--- config.mk ---
export PLATFORM = sky130hd
export DESIGN_NAME = phy_serdes_lanes_flat
export DESIGN_NICKNAME = d
export VERILOG_FILES = /design/src/rtl/phy_serdes_lanes_if.sv /design/src/rtl/phy_serdes_lanes.sv /design/src/flat_wrapper.sv
export SDC_FILE = /design/constraint.sdc
export NUM_CORES = 1
export LEC_CHECK = 0
export CAP_MARGIN = 0
export CORE_MARGIN = 3
export CORE_UTILIZATION = 31
export CTS_BUF_LIST = sky130_fd_sc_hd__clkbuf_8
export CTS_CLUSTER_DIAMETER = 150
export DETAILED_ROUTE_END_ITERATION = 8
export GPL_ROUTABILITY_DRIVEN = 0
export RECOVER_POWER = 25
export SLEW_MARGIN = 20
export SYNTH_ARGS = -nofsm -noshare
export SYNTH_HDL_FRONTEND = slang
export SYNTH_SLANG_ARGS = --single-unit
--- constraint.sdc ---
create_clock -name clk_8f -period 2.2 [get_ports clk_8f]
set_input_delay 0.44 -clock clk_8f [delete_from_list [all_inputs] [get_ports clk_8f]]
set_output_delay 0.44 -clock clk_8f [all_outputs]
set_load 0.05 [all_outputs]
--- src/rtl/phy_serdes_lanes_if.sv ---
// Parallel/serial signal bundle for phy_serdes_lanes.
// master = striping logic and serial link side, slave = the PHY.
interface phy_serdes_lanes_if #(
  parameter int LANES = 2,
  parameter int WIDTH = 8
);
  logic                   enable;
  logic [LANES*WIDTH-1:0] data_in;
  logic [LANES-1:0]       valid_in;
  logic                   word_strobe;
  logic [LANES-1:0]       serial_out;
  logic [LANES-1:0]       serial_in;
  logic [LANES*WIDTH-1:0] data_out;
  logic [LANES-1:0]       valid_out;
  logic [LANES-1:0]       active;

  modport master (
    output enable, data_in, valid_in, serial_in,
    input  word_strobe, serial_out, data_out, valid_out, active
  );

  modport slave (
    input  enable, data_in, valid_in, serial_in,
    output word_strobe, serial_out, data_out, valid_out, active
  );
endinterface

--- src/rtl/phy_serdes_lanes.sv ---
// N-lane PHY datapath: per-lane TX serialiser with COM idle fill, RX deserialiser with COM alignment.
// Define PHY_LOOPBACK_EN to feed each RX lane from its own serial_out instead of serial_in.
module phy_serdes_lanes #(
  parameter int              LANES      = 2,
  parameter int              WIDTH      = 8,
  parameter logic [WIDTH-1:0] COM_CHAR  = WIDTH'(8'hBC),
  parameter int              SYNC_COUNT = 4
) (
  input  logic              clk_8f,
  input  logic              reset,
  phy_serdes_lanes_if.slave bus
);

  localparam int PH_W  = (WIDTH > 1) ? $clog2(WIDTH) : 1;
  localparam int CNT_W = $clog2(SYNC_COUNT + 1);
  localparam logic [PH_W-1:0]  LAST_BIT = PH_W'(WIDTH - 1);
  localparam logic [CNT_W-1:0] SYNC_CNT = CNT_W'(SYNC_COUNT);

  typedef enum logic [1:0] {
    SEARCH = 2'd0,
    ALIGN  = 2'd1,
    ACTIVE = 2'd2
  } sync_state_e;

  // TX side
  logic [PH_W-1:0]              bit_cnt;
  logic                         load;
  logic [LANES-1:0][WIDTH-1:0]  tx_sh;
  logic [LANES-1:0]             serial_q;

  // RX side
  logic [LANES-1:0]             rx_bit;
  logic [LANES-1:0][WIDTH-1:0]  rx_sh;
  logic [PH_W-1:0]              rx_ph       [LANES];
  logic [CNT_W-1:0]             com_cnt     [LANES];
  logic [CNT_W-1:0]             com_cnt_nxt [LANES];
  sync_state_e                  state_q     [LANES];
  sync_state_e                  state_nxt   [LANES];
  logic [LANES-1:0]             is_com;
  logic [LANES-1:0]             at_bnd;
  logic [LANES-1:0]             ph_clr;
  logic [LANES-1:0][WIDTH-1:0]  dout_q;
  logic [LANES-1:0][WIDTH-1:0]  dout_nxt;
  logic [LANES-1:0]             vout_q;
  logic [LANES-1:0]             vout_nxt;
  logic [LANES-1:0]             active_c;

  // ---------------------------------------------------------------- TX
  assign load = (bit_cnt == LAST_BIT);

  // NOTE: sequential state uses non-blocking assignments so every register
  // samples pre-edge values regardless of statement order.
  always_ff @(posedge clk_8f) begin
    if (reset) begin
      bit_cnt <= '0;
      tx_sh   <= {LANES{COM_CHAR}};
    end else begin
      bit_cnt <= load ? '0 : bit_cnt + PH_W'(1);
      for (int i = 0; i < LANES; i++) begin
        if (load) begin
          tx_sh[i] <= (bus.enable && bus.valid_in[i]) ? bus.data_in[i*WIDTH +: WIDTH] : COM_CHAR;
        end else begin
          tx_sh[i] <= {tx_sh[i][WIDTH-2:0], 1'b0};
        end
      end
    end
  end

  always_comb begin
    serial_q = '0;
    for (int i = 0; i < LANES; i++) begin
      serial_q[i] = tx_sh[i][WIDTH-1];
    end
  end

  assign bus.word_strobe = load;
  assign bus.serial_out  = serial_q;

  // ---------------------------------------------------------------- RX source
`ifdef PHY_LOOPBACK_EN
  logic unused_serial_in;
  assign unused_serial_in = ^bus.serial_in;
  assign rx_bit           = serial_q;
`else
  assign rx_bit = bus.serial_in;
`endif

  // ---------------------------------------------------------------- RX compare
  always_comb begin
    is_com = '0;
    at_bnd = '0;
    for (int i = 0; i < LANES; i++) begin
      is_com[i] = (rx_sh[i] == COM_CHAR);
      at_bnd[i] = (rx_ph[i] == LAST_BIT);
    end
  end

  // ---------------------------------------------------------------- sync FSM: state register
  always_ff @(posedge clk_8f) begin
    if (reset) begin
      for (int i = 0; i < LANES; i++) begin
        state_q[i] <= SEARCH;
        com_cnt[i] <= '0;
        rx_ph[i]   <= '0;
      end
      rx_sh  <= '0;
      dout_q <= '0;
      vout_q <= '0;
    end else begin
      for (int i = 0; i < LANES; i++) begin
        state_q[i] <= state_nxt[i];
        com_cnt[i] <= com_cnt_nxt[i];
        // The phase counter restarts on a SEARCH hit so the next wrap lines up with a word edge.
        rx_ph[i]   <= (ph_clr[i] || at_bnd[i]) ? '0 : rx_ph[i] + PH_W'(1);
        rx_sh[i]   <= {rx_sh[i][WIDTH-2:0], rx_bit[i]};
      end
      dout_q <= dout_nxt;
      vout_q <= vout_nxt;
    end
  end

  // ---------------------------------------------------------------- sync FSM: next state
  // NOTE: every combinational output is given a default before any branch,
  // so no path leaves a signal unassigned and no latch is inferred.
  always_comb begin
    state_nxt   = state_q;
    com_cnt_nxt = com_cnt;
    ph_clr      = '0;
    for (int i = 0; i < LANES; i++) begin
      if (!bus.enable) begin
        state_nxt[i]   = SEARCH;
        com_cnt_nxt[i] = '0;
      end else begin
        unique case (state_q[i])
          SEARCH: begin
            if (is_com[i]) begin
              ph_clr[i]      = 1'b1;
              com_cnt_nxt[i] = CNT_W'(1);
              state_nxt[i]   = (SYNC_COUNT <= 1) ? ACTIVE : ALIGN;
            end
          end
          ALIGN: begin
            if (at_bnd[i]) begin
              if (is_com[i]) begin
                com_cnt_nxt[i] = com_cnt[i] + CNT_W'(1);
                if (com_cnt[i] + CNT_W'(1) == SYNC_CNT) begin
                  state_nxt[i] = ACTIVE;
                end
              end else begin
                com_cnt_nxt[i] = '0;
                state_nxt[i]   = SEARCH;
              end
            end
          end
          ACTIVE:  state_nxt[i] = ACTIVE;
          default: state_nxt[i] = SEARCH;
        endcase
      end
    end
  end

  // ---------------------------------------------------------------- sync FSM: outputs
  always_comb begin
    dout_nxt = dout_q;
    vout_nxt = vout_q;
    active_c = '0;
    for (int i = 0; i < LANES; i++) begin
      active_c[i] = (state_q[i] == ACTIVE);
      if (!bus.enable) begin
        dout_nxt[i] = '0;
        vout_nxt[i] = 1'b0;
      end else if (state_q[i] == ACTIVE && at_bnd[i]) begin
        // A COM at a word edge is idle: drop valid but keep the last word visible.
        if (is_com[i]) begin
          vout_nxt[i] = 1'b0;
        end else begin
          dout_nxt[i] = rx_sh[i];
          vout_nxt[i] = 1'b1;
        end
      end
    end
  end

  assign bus.data_out  = dout_q;
  assign bus.valid_out = vout_q;
  assign bus.active    = active_c;

endmodule

--- src/flat_wrapper.sv ---
// flat-port wrapper written by rule: the top's interface ports become plain ports
module phy_serdes_lanes_flat 
#(
  parameter int              LANES      = 2,
  parameter int              WIDTH      = 8,
  parameter logic [WIDTH-1:0] COM_CHAR  = WIDTH'(8'hBC),
  parameter int              SYNC_COUNT = 4
)
  (clk_8f, reset, bus_enable, bus_data_in, bus_valid_in, bus_serial_in, bus_word_strobe, bus_serial_out, bus_data_out, bus_valid_out, bus_active);
  phy_serdes_lanes_if #(.LANES(LANES), .WIDTH(WIDTH)) bus_i ();
  input  logic clk_8f;
  input  logic reset;
  input wire logic [$bits(bus_i.enable)-1:0] bus_enable;
  input wire logic [$bits(bus_i.data_in)-1:0] bus_data_in;
  input wire logic [$bits(bus_i.valid_in)-1:0] bus_valid_in;
  input wire logic [$bits(bus_i.serial_in)-1:0] bus_serial_in;
  output wire logic [$bits(bus_i.word_strobe)-1:0] bus_word_strobe;
  output wire logic [$bits(bus_i.serial_out)-1:0] bus_serial_out;
  output wire logic [$bits(bus_i.data_out)-1:0] bus_data_out;
  output wire logic [$bits(bus_i.valid_out)-1:0] bus_valid_out;
  output wire logic [$bits(bus_i.active)-1:0] bus_active;
  assign bus_i.enable = bus_enable;
  assign bus_i.data_in = bus_data_in;
  assign bus_i.valid_in = bus_valid_in;
  assign bus_i.serial_in = bus_serial_in;
  assign bus_word_strobe = bus_i.word_strobe;
  assign bus_serial_out = bus_i.serial_out;
  assign bus_data_out = bus_i.data_out;
  assign bus_valid_out = bus_i.valid_out;
  assign bus_active = bus_i.active;
  phy_serdes_lanes #(.LANES(LANES), .WIDTH(WIDTH), .COM_CHAR(COM_CHAR), .SYNC_COUNT(SYNC_COUNT)) u_core (.clk_8f(clk_8f), .reset(reset), .bus(bus_i));
endmodule
* After elaboration in Yosys (flattened, before gate mapping)
Memory sizes are Yosys's and may differ from the RTL's.
Index checks and enable logic that the tools add are counted.
** Operators by class
- $add $sub $neg :: 5
- Equality and inequality tests :: 17
- Mux-type cells :: 37
- Bitwise logic cells :: 8
- Reductions and logical operators :: 20
** Operator list (number)
- two-way mux 8 bit :: 4
- two-way mux 3 bit :: 10
- == test 8 bit (second input constant) :: 2
- two-way mux 2 bit :: 8
- adder 3 x 1 -> 3 bit (second input constant) :: 5
- == test 3 bit (second input constant) :: 5
- one-hot mux 2 bit (3 select lines) :: 2
- one-hot mux 3 bit (2 select lines) :: 2
- AND reduction 3 bit :: 4
- two-way mux 1 bit :: 11
- inequality test 2 x 1 -> 1 bit (second input constant) :: 4
- inequality test 3 bit (second input constant) :: 2
- NOT 1 bit :: 6
- OR reduction 3 bit :: 2
- == test 2 x 1 -> 1 bit (second input constant) :: 2
- == test 2 bit (second input constant) :: 2
- logical AND 1 bit :: 4
- zero test 2 bit :: 2
- AND reduction 2 bit :: 2
- nonzero test 2 bit :: 2
- OR reduction 2 bit :: 2
- logical OR 1 bit :: 2
- OR 1 bit :: 2
** Storage, ports and cells
- Register bits after elaboration :: 63
- RAM bits :: 6
- Input port bits :: 23
- Memories :: 1
** Memories
- u_core.rx_ph :: depth 2, bits a word 3, read ports 2, clocked after memory_dff 0, wr ports 2, line phy_serdes_lanes.sv:34 : logic [PH_W-1:0] rx_ph [LANES];

* Depth between registers and ports, before layout
- Depth in word-level cells :: 7
- Gate-level depth with buffers :: 7
- Mapped depth without buffers :: 6

* Worst setup path before layout
No wires, ideal clock.
- Path type :: register to register
- Start :: reg u_core.bit_cnt[0]
- End :: reg u_core.tx_sh, in the netlist u_core.bus.serial_out[0]
- Library setup time :: 0.117 ns
- Data arrival time :: 1.653 ns
- Data required time :: 2.083 ns
- Setup slack :: 0.430 ns
- Stages on the path, launching flop included :: 6
- Path buffers :: 1
- Period minus slack after synthesis :: 1.770 ns
- Cell sequence :: dfxtp_1 ha_1 ha_1 or2_2 clkbuf_1 o22a_1
** On the way
- Cells in the longest elaborated chain, start to end :: 2
** Ends and longest elaborated chain
- start, declared :: line phy_serdes_lanes.sv:26 : logic [PH_W-1:0] bit_cnt;
- start signal, assigned :: line phy_serdes_lanes.sv:58 : bit_cnt <= load ? '0 : bit_cnt + PH_W'(1);
- == test 3 bit :: line phy_serdes_lanes.sv:49 : assign load = (bit_cnt == LAST_BIT);
- named net bus_word_strobe :: line flat_wrapper.sv:17 : output wire logic [$bits(bus_i.word_strobe)-1:0] bus_word_strobe;
- two-way mux 8 bit :: line phy_serdes_lanes.sv:60 : if (load) begin
- end signal, assigned :: line phy_serdes_lanes.sv:56 : tx_sh <= {LANES{COM_CHAR}};
- end signal, assigned by index :: line phy_serdes_lanes.sv:61 : tx_sh[i] <= (bus.enable && bus.valid_in[i]) ? bus.data_in[i*WIDTH +: WIDTH] : COM_CHAR;
- end signal, assigned by index :: line phy_serdes_lanes.sv:63 : tx_sh[i] <= {tx_sh[i][WIDTH-2:0], 1'b0};
- end, declared :: line phy_serdes_lanes.sv:28 : logic [LANES-1:0][WIDTH-1:0] tx_sh;
The timed path passes the listed nets, and every way through them passes these cells.
A chain may end at the register's enable or synchronous reset.

* Final worst setup path
- Start :: reg u_core.vout_q[0], in the netlist u_core.bus.valid_out[0]
- End :: out bus_valid_out[0]
** RTL lines
- start, declared :: line phy_serdes_lanes.sv:44 : logic [LANES-1:0] vout_q;
- start signal, assigned :: line phy_serdes_lanes.sv:118 : vout_q <= vout_nxt;
- end, declared :: line flat_wrapper.sv:20 : output wire logic [$bits(bus_i.valid_out)-1:0] bus_valid_out;
No word-level cell between the ends.

==> results.sh <==
export IMPL_report_final_slew_viol_count=0
export IMPL_rows=32
export IMPL_grt_pass1_vias=1976
export IMPL_synth_xor_area_share=0.00681
export IMPL_grt_pass1_wl_mm=9.21
export IMPL_grt_max_degree=14
export IMPL_setup_ws_ps=266
export IMPL_ios=46
export IMPL_fmax_ghz=0.517
export IMPL_synth_simple_gate_area_frac=0.197
export IMPL_nNetsFinal=336
export IMPL_synth_top_cell_by_area="dfxtp_1"
export IMPL_finalHoldViolations=0
export IMPL_path_max_fanout=2
export IMPL_synth_top_area_share=0.537
export IMPL_avgSynthCellArea_um2=10.2
export IMPL_synth_area_leaders="dfxtp_1, mux2i_1, ha_1"
export IMPL_synthCells=251
export IMPL_die_width_um=97.1
export IMPL_dieArea_mm2=0.00943
export IMPL_syn_nets=284
export IMPL_start_util=0.326
export IMPL_max_slew_margin=0.550
export IMPL_hp_class="reg2reg"
export IMPL_place_ws_ps=204
export IMPL_postCtsSetupBuffers=0
export IMPL_cts_buffer_depth=2
export IMPL_worstPathBufferInverterCount=1
export IMPL_critPathMaxStageDelay_ps=810
export IMPL_p_leak_nw=1.31
export IMPL_synthFlopType="dfxtp_1"
export IMPL_ys_warn_count=0
export IMPL_cts_buffers=9
export IMPL_grt_overflow_total=0
export IMPL_setup_viol_count_final=0
export IMPL_synth_seq_area_share=0.537
export IMPL_cp_arrival_ps=1490
export IMPL_status="completed"
export IMPL_peakVddDrop_uv=514
export IMPL_synthMuxAreaShare=0.0623
export IMPL_clk_pin_slew_ps=70
export IMPL_drive_gt1_frac=0.0844
export IMPL_critical_path_endpoint_type="output port"
export IMPL_firstDrtPassIters=4
export IMPL_wl_per_cell_um=12.8
export IMPL_cts_htree_levels=3
export IMPL_avgViaCountPerCell=4.72
export IMPL_synth_distinct_cells=39
export IMPL_criticalPathCategory="reg2out"
export IMPL_crit_chain="clkdlybuf4s50_1"
export IMPL_synth_compound_area_frac=0.109
export IMPL_cts_sinks=69
export IMPL_synth_top_family_by_area="simple AND/OR/NAND/NOR gates"
export IMPL_drt_iter0_drc=94
export IMPL_cp_start_kind="flop"
export IMPL_synth_most_common_cell="dfxtp_1"
export IMPL_die_height_um=97.1
export IMPL_cts_root_buf="clkbuf_8"
export IMPL_dpl_hpwl_mm=3.71
export IMPL_rsz0062_at_grt="no"
export IMPL_syn2layout_area_growth_pct=31.5
export IMPL_synthTopCellsByCount="dfxtp_1, nor2_1, nor2b_1"
export IMPL_worstSkewPairLatency_ps=340
export IMPL_cts_tree="done"
export IMPL_worstMarginPinSlew_ps=675
export IMPL_async_flop_share=0
export IMPL_cellPowerDensity_mw_per_mm2=798
export IMPL_routed_wirelength_mm=5.27
export IMPL_layout_worst_path_cycle_share=0.879
export IMPL_drc_errors=0
export IMPL_power_mw=2.70
export IMPL_finalSetupTns_ps=0
export IMPL_synth_edf_count=0
export IMPL_synth_area_mm2=0.00257
export IMPL_antenna_found_initial=0
export IMPL_n_fill_cell=780
export IMPL_final_min_clock_period_ps=1930
export IMPL_required_ps=1760
export IMPL_slowest_stage="clkdlybuf4s50_1"
export IMPL_numPortBuffers=45
export IMPL_vias=1937
export IMPL_ant_nets=0
export IMPL_core_mm2=0.00789
export IMPL_synthAdderAreaFrac=0.0486
export IMPL_cts_resized=0
export IMPL_drv_cap=0
export IMPL_diodes=0
export IMPL_synth_seq_cells=69
export IMPL_postCtsHoldBufs=0
export IMPL_fin_worst_skew_ps=8.02
export IMPL_critPathTopFamily="buffers and inverters"
export IMPL_grt_usage=0.121
-- flip-flops by register name (all words and copies together), names as in the netlist, 3 cells and up --
name / cells
u_core.bit_cnt: 3
u_core.bus.data_out: 16
u_core.com_cnt: 6
u_core.rx_ph: 6
u_core.rx_sh: 16
u_core.state_q: 4
u_core.tx_sh: 14
-- path summary, 6_finish.rpt --
kind / start / endpoint / slack (ps) / cells past startpoint
hold / removal: u_core.rx_ph[0][0] / u_core.rx_ph[0][0] / 420 / 1
setup reg to reg: u_core.rx_ph[0][0] / u_core.com_cnt[4] / 440 / 7
setup / recovery: u_core.bus.valid_out[0] / bus_valid_out[0] / 270 / 1
hold reg to reg: u_core.rx_ph[0][0] / u_core.rx_ph[0][0] / 420 / 1
-- cell families after synthesis --
family	after synthesis
flip-flops	69
AO/OA/AOI/OAI	38
multiplexers	16
adder cells (fa/ha/maj)	10
AND/OR/NAND/NOR	94
XOR/XNOR	2
buffers and inverters	22
-- per-stage QoR --
stage | area (µm²) | util | hold slack, ps | std cells
4_1_cts | 3400 | 0.431 | 428 | 410
5_1_grt | 3380 | 0.429 | 458 | 410
6_report | 3380 | 0.429 | 423 | 410
2_1_floorplan | 2570 | - | 399 | 251
3_5_place_dp | 3140 | 0.399 | 418 | 394
3_3_place_gp | 3140 | 0.399 | 408 | 394
-- power breakdown --
group / leakage [nW] / switching, mW / internal, mW
clock network: 0.126 / 0.469 / 0.817
logic: 0.619 / 0.0571 / 0.0663
registers: 0.562 / 0.0113 / 1.28
-- per-layer routing --
| metal | vias up | share of wire | track usage |
|---|---|---|---|
| li1 | 975 | - | - |
| met1 | 896 | 0.51 | 0.161 |
| met2 | 60 | 0.42 | 0.174 |
| met3 | 6 | 0.066 | 0.0581 |
| met4 | 0 | 0.0076 | 0.0356 |
| met5 | - | 0 | 0 |
-- layout by cell type (no fill, tap or decap), types with 2 or more instances in the layout --
| cell type | synthesis | final |
|---|---|---|
| dfxtp_1 | 69 | 69 |
| clkdlybuf4s50_1 | 0 | 41 |
| nor2_1 | 33 | 33 |
| nor2b_1 | 19 | 19 |
| mux2i_1 | 16 | 16 |
| clkbuf_8 | 0 | 11 |
| o22a_1 | 10 | 10 |
| ha_1 | 10 | 10 |
| inv_1 | 9 | 9 |
| nand3_1 | 9 | 9 |
| a21oi_1 | 7 | 7 |
| buf_4 | 4 | 7 |
| and3_1 | 6 | 6 |
| nand2_1 | 6 | 6 |
| clkbuf_1 | 7 | 5 |
| a22o_1 | 4 | 4 |
| nand3b_1 | 3 | 3 |
| o21ai_0 | 3 | 3 |
| and2_1 | 5 | 3 |
| a31oi_1 | 3 | 3 |
| bufinv_16 | 0 | 3 |
| and4bb_2 | 2 | 2 |
| and4b_1 | 2 | 2 |
| and2_0 | 0 | 2 |
| xor2_1 | 2 | 2 |
| a211oi_1 | 2 | 2 |
| o211ai_1 | 2 | 2 |
| o41ai_1 | 2 | 2 |
-- cell type report --
cell class	instances	area, µm²	share of cell area
repair buffers	54	492	0.145
clock buffers	11	151	0.0447
inverters	9	33.8	0.00999
flip-flops and latches	69	1380	0.408
well taps	102	128	0.0377
multi-input cells	160	1090	0.322
clock inverters	5	106	0.0314
Note: power is estimated with default switching activity, not from simulation.
